[config.mk]
export PLATFORM = sky130hd
export DESIGN_NAME = camera_ddr_wr_burst
export DESIGN_NICKNAME = d
export VERILOG_FILES = /design/src/rtl/camera_ddr_pkg.sv /design/src/rtl/camera_wr_fifo.sv /design/src/rtl/camera_ddr_wr_burst.sv
export SDC_FILE = /design/constraint.sdc
export NUM_CORES = 2
export LEC_CHECK = 0
export ABC_CLOCK_PERIOD_IN_PS = 6700
export BUFFER_PORTS_ARGS = -buffer_cell sky130_fd_sc_hd__buf_2
export CORE_MARGIN = 4
export CORE_UTILIZATION = 50
export CTS_BUF_LIST = sky130_fd_sc_hd__clkbuf_4
export CTS_CLUSTER_SIZE = 20
export DETAILED_ROUTE_END_ITERATION = 6
export GPL_ROUTABILITY_DRIVEN = 0
export HOLD_SLACK_MARGIN = 0.1
export PLACE_DENSITY = 0.7
export SETUP_SLACK_MARGIN = 0.1
export SYNTH_ARGS = -nofsm -noshare
export SYNTH_HDL_FRONTEND = slang
export SYNTH_SLANG_ARGS = --single-unit
[constraint.sdc]
create_clock -name camera_pclk -period 6.7 [get_ports camera_pclk]
set_input_delay 1.34 -clock camera_pclk [delete_from_list [all_inputs] [get_ports camera_pclk]]
set_output_delay 1.34 -clock camera_pclk [all_outputs]
set_load 0.05 [all_outputs]
[src/rtl/camera_ddr_pkg.sv]
// Shared constants and FSM encoding for the camera-to-DDR write burst path.
package camera_ddr_pkg;

   localparam int unsigned DEF_BURST_LEN    = 8;
   localparam int unsigned DEF_FIFO_DEPTH   = 32;
   localparam int unsigned DEF_ADDR_W       = 28;
   localparam logic [27:0] DEF_FRAME_STRIDE = 28'h080_0000;
   localparam int unsigned BYTES_PER_WORD   = 8;

   localparam logic [1:0] ST_IDLE = 2'd0;
   localparam logic [1:0] ST_CMD  = 2'd1;
   localparam logic [1:0] ST_DATA = 2'd2;

   typedef enum logic [1:0] {
      IDLE = ST_IDLE,
      CMD  = ST_CMD,
      DATA = ST_DATA
   } wr_state_e;

endpackage

[src/rtl/camera_wr_fifo.sv]
// Single-clock first-word-fall-through word buffer with extra-MSB pointers and a
// frame-start rewind that drops the uncommitted partial burst.
module camera_wr_fifo #(
   parameter int unsigned DEPTH     = 32,
   parameter int unsigned BURST_LEN = 8,
   parameter int unsigned WIDTH     = 64
) (
   input  logic                     camera_pclk,
   input  logic                     reset,
   input  logic                     wr_en,
   input  logic [WIDTH-1:0]         wr_word,
   input  logic                     rewind_partial,
   input  logic                     rd_en,
   output logic [WIDTH-1:0]         rd_word,
   output logic                     full,
   output logic [$clog2(DEPTH):0]   occupancy
);

   localparam int unsigned AW = $clog2(DEPTH);
   localparam int unsigned LB = $clog2(BURST_LEN);
   localparam logic [AW:0] FULL_CNT = (AW+1)'(DEPTH);
   localparam logic [AW:0] ONE      = (AW+1)'(1);

   logic [WIDTH-1:0] mem [DEPTH];
   logic [AW:0]      wr_ptr;
   logic [AW:0]      rd_ptr;
   logic [AW:0]      wr_base;
   logic             wr_ok;

   // The rewind applies before this cycle's write, so a word arriving with a
   // frame start lands as word 0 of the new frame.
   always_comb begin
      wr_base = wr_ptr;
      if (rewind_partial) begin
         wr_base[LB-1:0] = '0;
      end
   end

   assign full      = (wr_base - rd_ptr) == FULL_CNT;
   assign wr_ok     = wr_en && !full;
   assign occupancy = wr_ptr - rd_ptr;
   assign rd_word   = mem[rd_ptr[AW-1:0]];

   always_ff @(posedge camera_pclk) begin
      if (wr_ok) begin
         mem[wr_base[AW-1:0]] <= wr_word;
      end
   end

   always_ff @(posedge camera_pclk or posedge reset) begin
      if (reset) begin
         wr_ptr <= '0;
         rd_ptr <= '0;
      end else begin
         wr_ptr <= wr_ok ? (wr_base + ONE) : wr_base;
         if (rd_en) begin
            rd_ptr <= rd_ptr + ONE;
         end
      end
   end

endmodule

[src/rtl/camera_ddr_wr_burst.sv]
// Packs captured 64-bit words into fixed-length DDR write bursts and generates
// frame-slot based byte addresses for each burst command.
module camera_ddr_wr_burst
   import camera_ddr_pkg::*;
#(
   parameter int unsigned       BURST_LEN    = DEF_BURST_LEN,
   parameter int unsigned       FIFO_DEPTH   = DEF_FIFO_DEPTH,
   parameter int unsigned       ADDR_W       = DEF_ADDR_W,
   parameter logic [ADDR_W-1:0] FRAME_STRIDE = ADDR_W'(DEF_FRAME_STRIDE)
) (
   input  logic              camera_pclk,
   input  logic              reset,
   input  logic              ddr_wren,
   input  logic [63:0]       ddr_data_camera,
   input  logic              ddr_addr_wr_set,
   input  logic [1:0]        frame_switch,
   output logic              wr_cmd_valid,
   input  logic              wr_cmd_ready,
   output logic [ADDR_W-1:0] wr_cmd_addr,
   output logic [63:0]       wr_data,
   output logic              wr_data_valid,
   input  logic              wr_data_ready,
   output logic              wr_data_last,
   output logic              overflow_err,
   output logic              frame_oversize,
   output logic [15:0]       burst_count
);

   localparam int unsigned       AW          = $clog2(FIFO_DEPTH);
   localparam int unsigned       LB          = $clog2(BURST_LEN);
   localparam logic [ADDR_W-1:0] BURST_BYTES = ADDR_W'(BURST_LEN * BYTES_PER_WORD);
   localparam logic [AW:0]       BURST_WORDS = (AW+1)'(BURST_LEN);
   localparam logic [LB-1:0]     LAST_BEAT   = LB'(BURST_LEN - 1);

   wr_state_e         state;
   logic              set_q;
   logic              frame_start;
   logic              clear_pending;
   logic [1:0]        frame_sel;
   logic [ADDR_W-1:0] offset;
   logic [ADDR_W-1:0] offset_inc;
   logic [ADDR_W-1:0] next_addr;
   logic              offset_wrap;
   logic [LB-1:0]     beat;
   logic              fifo_full;
   logic [AW:0]       occupancy;
   logic [63:0]       fifo_word;
   logic              cmd_hs;
   logic              data_hs;
   logic              last_hs;

   assign frame_start = ddr_addr_wr_set ^ set_q;
   assign cmd_hs      = (state == CMD) && wr_cmd_ready;
   assign data_hs     = (state == DATA) && wr_data_ready;
   assign last_hs     = data_hs && (beat == LAST_BEAT);
   assign offset_inc  = offset + BURST_BYTES;
   assign offset_wrap = offset_inc >= FRAME_STRIDE;
   // A frame start seen in IDLE takes effect on the very command it coincides with.
   assign next_addr   = frame_start ? (ADDR_W'(frame_switch) * FRAME_STRIDE)
                                    : (ADDR_W'(frame_sel) * FRAME_STRIDE + offset);

   camera_wr_fifo #(
      .DEPTH     (FIFO_DEPTH),
      .BURST_LEN (BURST_LEN),
      .WIDTH     (64)
   ) u_fifo (
      .camera_pclk    (camera_pclk),
      .reset          (reset),
      .wr_en          (ddr_wren),
      .wr_word        (ddr_data_camera),
      .rewind_partial (frame_start),
      .rd_en          (data_hs),
      .rd_word        (fifo_word),
      .full           (fifo_full),
      .occupancy      (occupancy)
   );

   always_ff @(posedge camera_pclk or posedge reset) begin
      if (reset) begin
         state          <= IDLE;
         set_q          <= 1'b0;
         frame_sel      <= '0;
         offset         <= '0;
         clear_pending  <= 1'b0;
         beat           <= '0;
         wr_cmd_addr    <= '0;
         burst_count    <= '0;
         overflow_err   <= 1'b0;
         frame_oversize <= 1'b0;
      end else begin
         set_q <= ddr_addr_wr_set;
         if (ddr_wren && fifo_full) begin
            overflow_err <= 1'b1;
         end
         if (frame_start) begin
            frame_sel <= frame_switch;
         end
         case (state)
            IDLE: begin
               if (frame_start) begin
                  offset <= '0;
               end
               if (occupancy >= BURST_WORDS) begin
                  state       <= CMD;
                  wr_cmd_addr <= next_addr;
               end
            end
            CMD: begin
               if (frame_start) begin
                  clear_pending <= 1'b1;
               end
               if (cmd_hs) begin
                  state <= DATA;
               end
            end
            DATA: begin
               if (data_hs) begin
                  beat <= beat + LB'(1);
               end
               // Offset clears requested mid-burst are applied once the burst retires.
               if (last_hs) begin
                  state         <= IDLE;
                  clear_pending <= 1'b0;
                  if (clear_pending || frame_start) begin
                     offset <= '0;
                  end else if (offset_wrap) begin
                     offset         <= '0;
                     frame_oversize <= 1'b1;
                  end else begin
                     offset <= offset_inc;
                  end
               end else if (frame_start) begin
                  clear_pending <= 1'b1;
               end
            end
            default: state <= IDLE;
         endcase
         if (frame_start) begin
            burst_count <= '0;
         end else if (last_hs) begin
            burst_count <= burst_count + 16'd1;
         end
      end
   end

   assign wr_cmd_valid  = (state == CMD);
   assign wr_data_valid = (state == DATA);
   assign wr_data       = wr_data_valid ? fifo_word : '0;
   assign wr_data_last  = wr_data_valid && (beat == LAST_BEAT);

endmodule
==> impl_metrics.ini <==
[outcome]
status = finished clean

[sta]
final.setup.tns_ns = 0
worstMarginPinSlew_ns = 0.928
finClkSkew_ns = 0.0703
hold_violations = 0
relSlewSlack_pct = 38.2
setup_viol = 0
fmax_ghz = 0.166
fin_crit_sh_pct = 89.9
rsz0062_at_grt = no
fin_crit_ns = 6.02
slew_viol_final = 0

[layout]
final_util_pct = 57.2
ff_latch_area_um2 = 63600
final_cell_mix = edfxtp_1, clkbuf_4, mux4_2
fin_nets = 4319
fillerInstances = 11900
drive_gt1_share_pct = 39.4
final_common_cell = edfxtp_1
area_delta_synth_final_pct = 13.4
multi_input_area_um2 = 18000

[yosys]
synth_top_flop_cell = edfxtp_1
yosysTopAreaCell = edfxtp_1
postSynthCellCount = 3558
synth_edf_count = 2048
syn_area_per_cell_um2 = 23.1
ys_seq_elements = 2132
synth_top_area_share_pct = 74.8
synth.distinct_cells = 57
synth_area_leaders = edfxtp_1, mux4_2, dfrtp_1
synth_area_um2 = 82200
ys_warn_count = 0
synth-async-reset-ratio_pct = 3.94
seq_area_frac_synth_pct = 77.4
synth_fp_nets = 3654

[detailed_routing]
drt-initial-drc-count = 5080
drc_errors = 0
via_count = 41100
wl_per_cell_um = 30.3
routed_via_density = 6.11
firstDrtPassIters = 5
ant_nets = 0
routed_wl_um = 204000

[floorplan]
rows = 148
core_um2 = 163000
fp.dieH_um = 414
io_pins = 185
die-area_um2 = 171000
die_w_um = 414
start_util_pct = 50.4

[worst_setup_path]
path_delay_family = multiplexers
path_class = flop to output pin
critPathBufInv = 3
cp-end-kind = output pin
required_ns = 5.36
slowest_stage = dfrtp_4
startpoint = u_fifo.rd_ptr[0]$_DFFE_PP0P_
crit_arrival_ns = 4.68
start_kind = flop
crit_path_max_incr_delay_ns = 0.95
path_cells = buf_12 -> buf_12 -> mux4_2 -> mux4_2 -> nand2_1 -> a21boi_0 -> buf_2
r2r_start = set_q$_DFF_PP0_
cp_max_fo = 34

[clock_network]
cts_tree = yes
cts_sinks = 2132
clk_path_buf_depth = 4
clkSlewWorstSetupHoldPaths_ns = 0.06
cts-root-buf = clkbuf_4
cts_made_buffers = 547
clock_latency_ns = 1.33
htree_levels = 6
cts_resized = 0

[power]
powerDensity_nw_per_um2 = 376
vdd_drop_max_uv = 296
total_leakage_power_uw = 0.0303

[placement]
port-buffer-count = 184
dpl.hpwl_um = 116000

[hold_path]
hold_class = input port to flop
min_from = frame_switch[0]

[global_routing]
first_global_vias = 41700
grt_start_max_net_pins = 99
grt-ovfl-total = 0
grt_util_all_layers_pct = 24.2
grt_pass1_wl_um = 293000
antenna_found_initial = 12

[job]
maxCapViolCount = 0
==> synth_stat cells, types with 21 or more instances <==
| library cell | instances |
|---|---|
| nand2_1 | 202 |
| edfxtp_1 | 2048 |
| a21boi_0 | 64 |
| nand3_1 | 24 |
| dfrtp_1 | 84 |
| xnor2_1 | 21 |
| mux4_2 | 640 |
| nor2_1 | 71 |
| inv_1 | 23 |
| buf_2 | 63 |
| clkbuf_1 | 99 |
| ha_1 | 22 |
==> final cells by class <==
| cell class | count | share of cell area (%) |
|---|---|---|
| inverter | 26 | 0.119 |
| clock inverter | 112 | 0.724 |
| tap | 2175 | 2.92 |
| antenna | 10 | 0.0268 |
| timing repair buffer | 304 | 2.59 |
| sequential | 2132 | 68.2 |
| multi-input combinational | 1212 | 19.3 |
| clock buffer | 762 | 6.13 |
==> worst reg2reg max path, cell delays in order (launching register included) <==
cell	delay, ns
dfrtp_1	0.42
xnor2_1	0.53
nand2_1	0.23
inv_1	0.15
ha_1	0.25
nor2b_1	0.15
o21ai_0	0.24
a22oi_1	0.10
a32oi_1	0.22
o31a_1	0.40
nand2_1	0.60
buf_4	0.39
nor2_4	0.14
buf_12	0.33
==> final timing paths <==
kind,endpoint,slack [ns],cells past startpoint
min in group asynchronous,u_fifo.rd_ptr[5]$_DFFE_PP0P_,0.62,3
worst max register to register,u_fifo.mem[29][25]$_DFFE_PP_,2.11,13
max in group asynchronous,burst_count[8]$_DFFE_PP0P_,4.88,4
worst min-delay path,frame_sel[0]$_DFFE_PP0P_,0.27,3
worst min register to register,overflow_err$_DFFE_PP0P_,0.47,1
worst max-delay path,wr_data[37],0.68,7
==> cells by family (layout without fill, tap and decap cells) <==
logic type / Yosys count / after routing / synth area share (%)
adders and majority gates: 24 / 24 / 0.383
other: 0 / 10 / 0
muxes: 647 / 647 / 17.6
DFF: 2132 / 2132 / 77.4
xor gates and xnor gates: 35 / 35 / 0.373
buffers and inverters: 214 / 1204 / 1.10
AOI/OAI and AO/OA: 151 / 151 / 1.31
and+or+nand+nor: 355 / 355 / 1.86
==> state kept, by name, summed over array words and instances (netlist names) <==
signal / flops
u_fifo.rd_ptr: 6
frame_sel: 2
set_q: 1
frame_oversize: 1
clear_pending: 1
wr_cmd_addr: 23
beat: 3
u_fifo.mem: 2048
u_fifo.wr_ptr: 6
overflow_err: 1
state: 2
offset: 22
burst_count: 16
==> through the flow <==
stage	setup slack (ns)	hold slack [ns]	cells	instance area, um2	power [uW]
after global placement	1.03	0.445	5847	86800	24900
after floorplan	0.154	0.450	3558	82200	21700
after CTS	0.445	0.101	6723	93200	35400
after detailed placement	1.05	0.454	5847	86800	24900
after global routing	0.298	0.162	6727	93200	36700
final	0.679	0.270	6733	93300	35100
==> metal layers <==
metal	track usage [%]	vias up	share of wire [%]
li1	-	16700	-
met4	7.22	8	2.2
met1	33.3	21600	38
met5	0.431	-	0.090
met3	8.99	291	13
met2	36.6	2499	47
==> power by group <==
group	total, uW	internal [uW]	switching (uW)
registers	15100	14800	236
logic	9540	4280	5260
clock network	10500	5550	4940
==> timing repair <==
item                                   4_1_cts  5_1_grt
hold buffers                                 2        0
endpoints found under the hold margin       23        0
setup buffers                                0        0
Note: power is estimated with default switching activity, not from simulation.
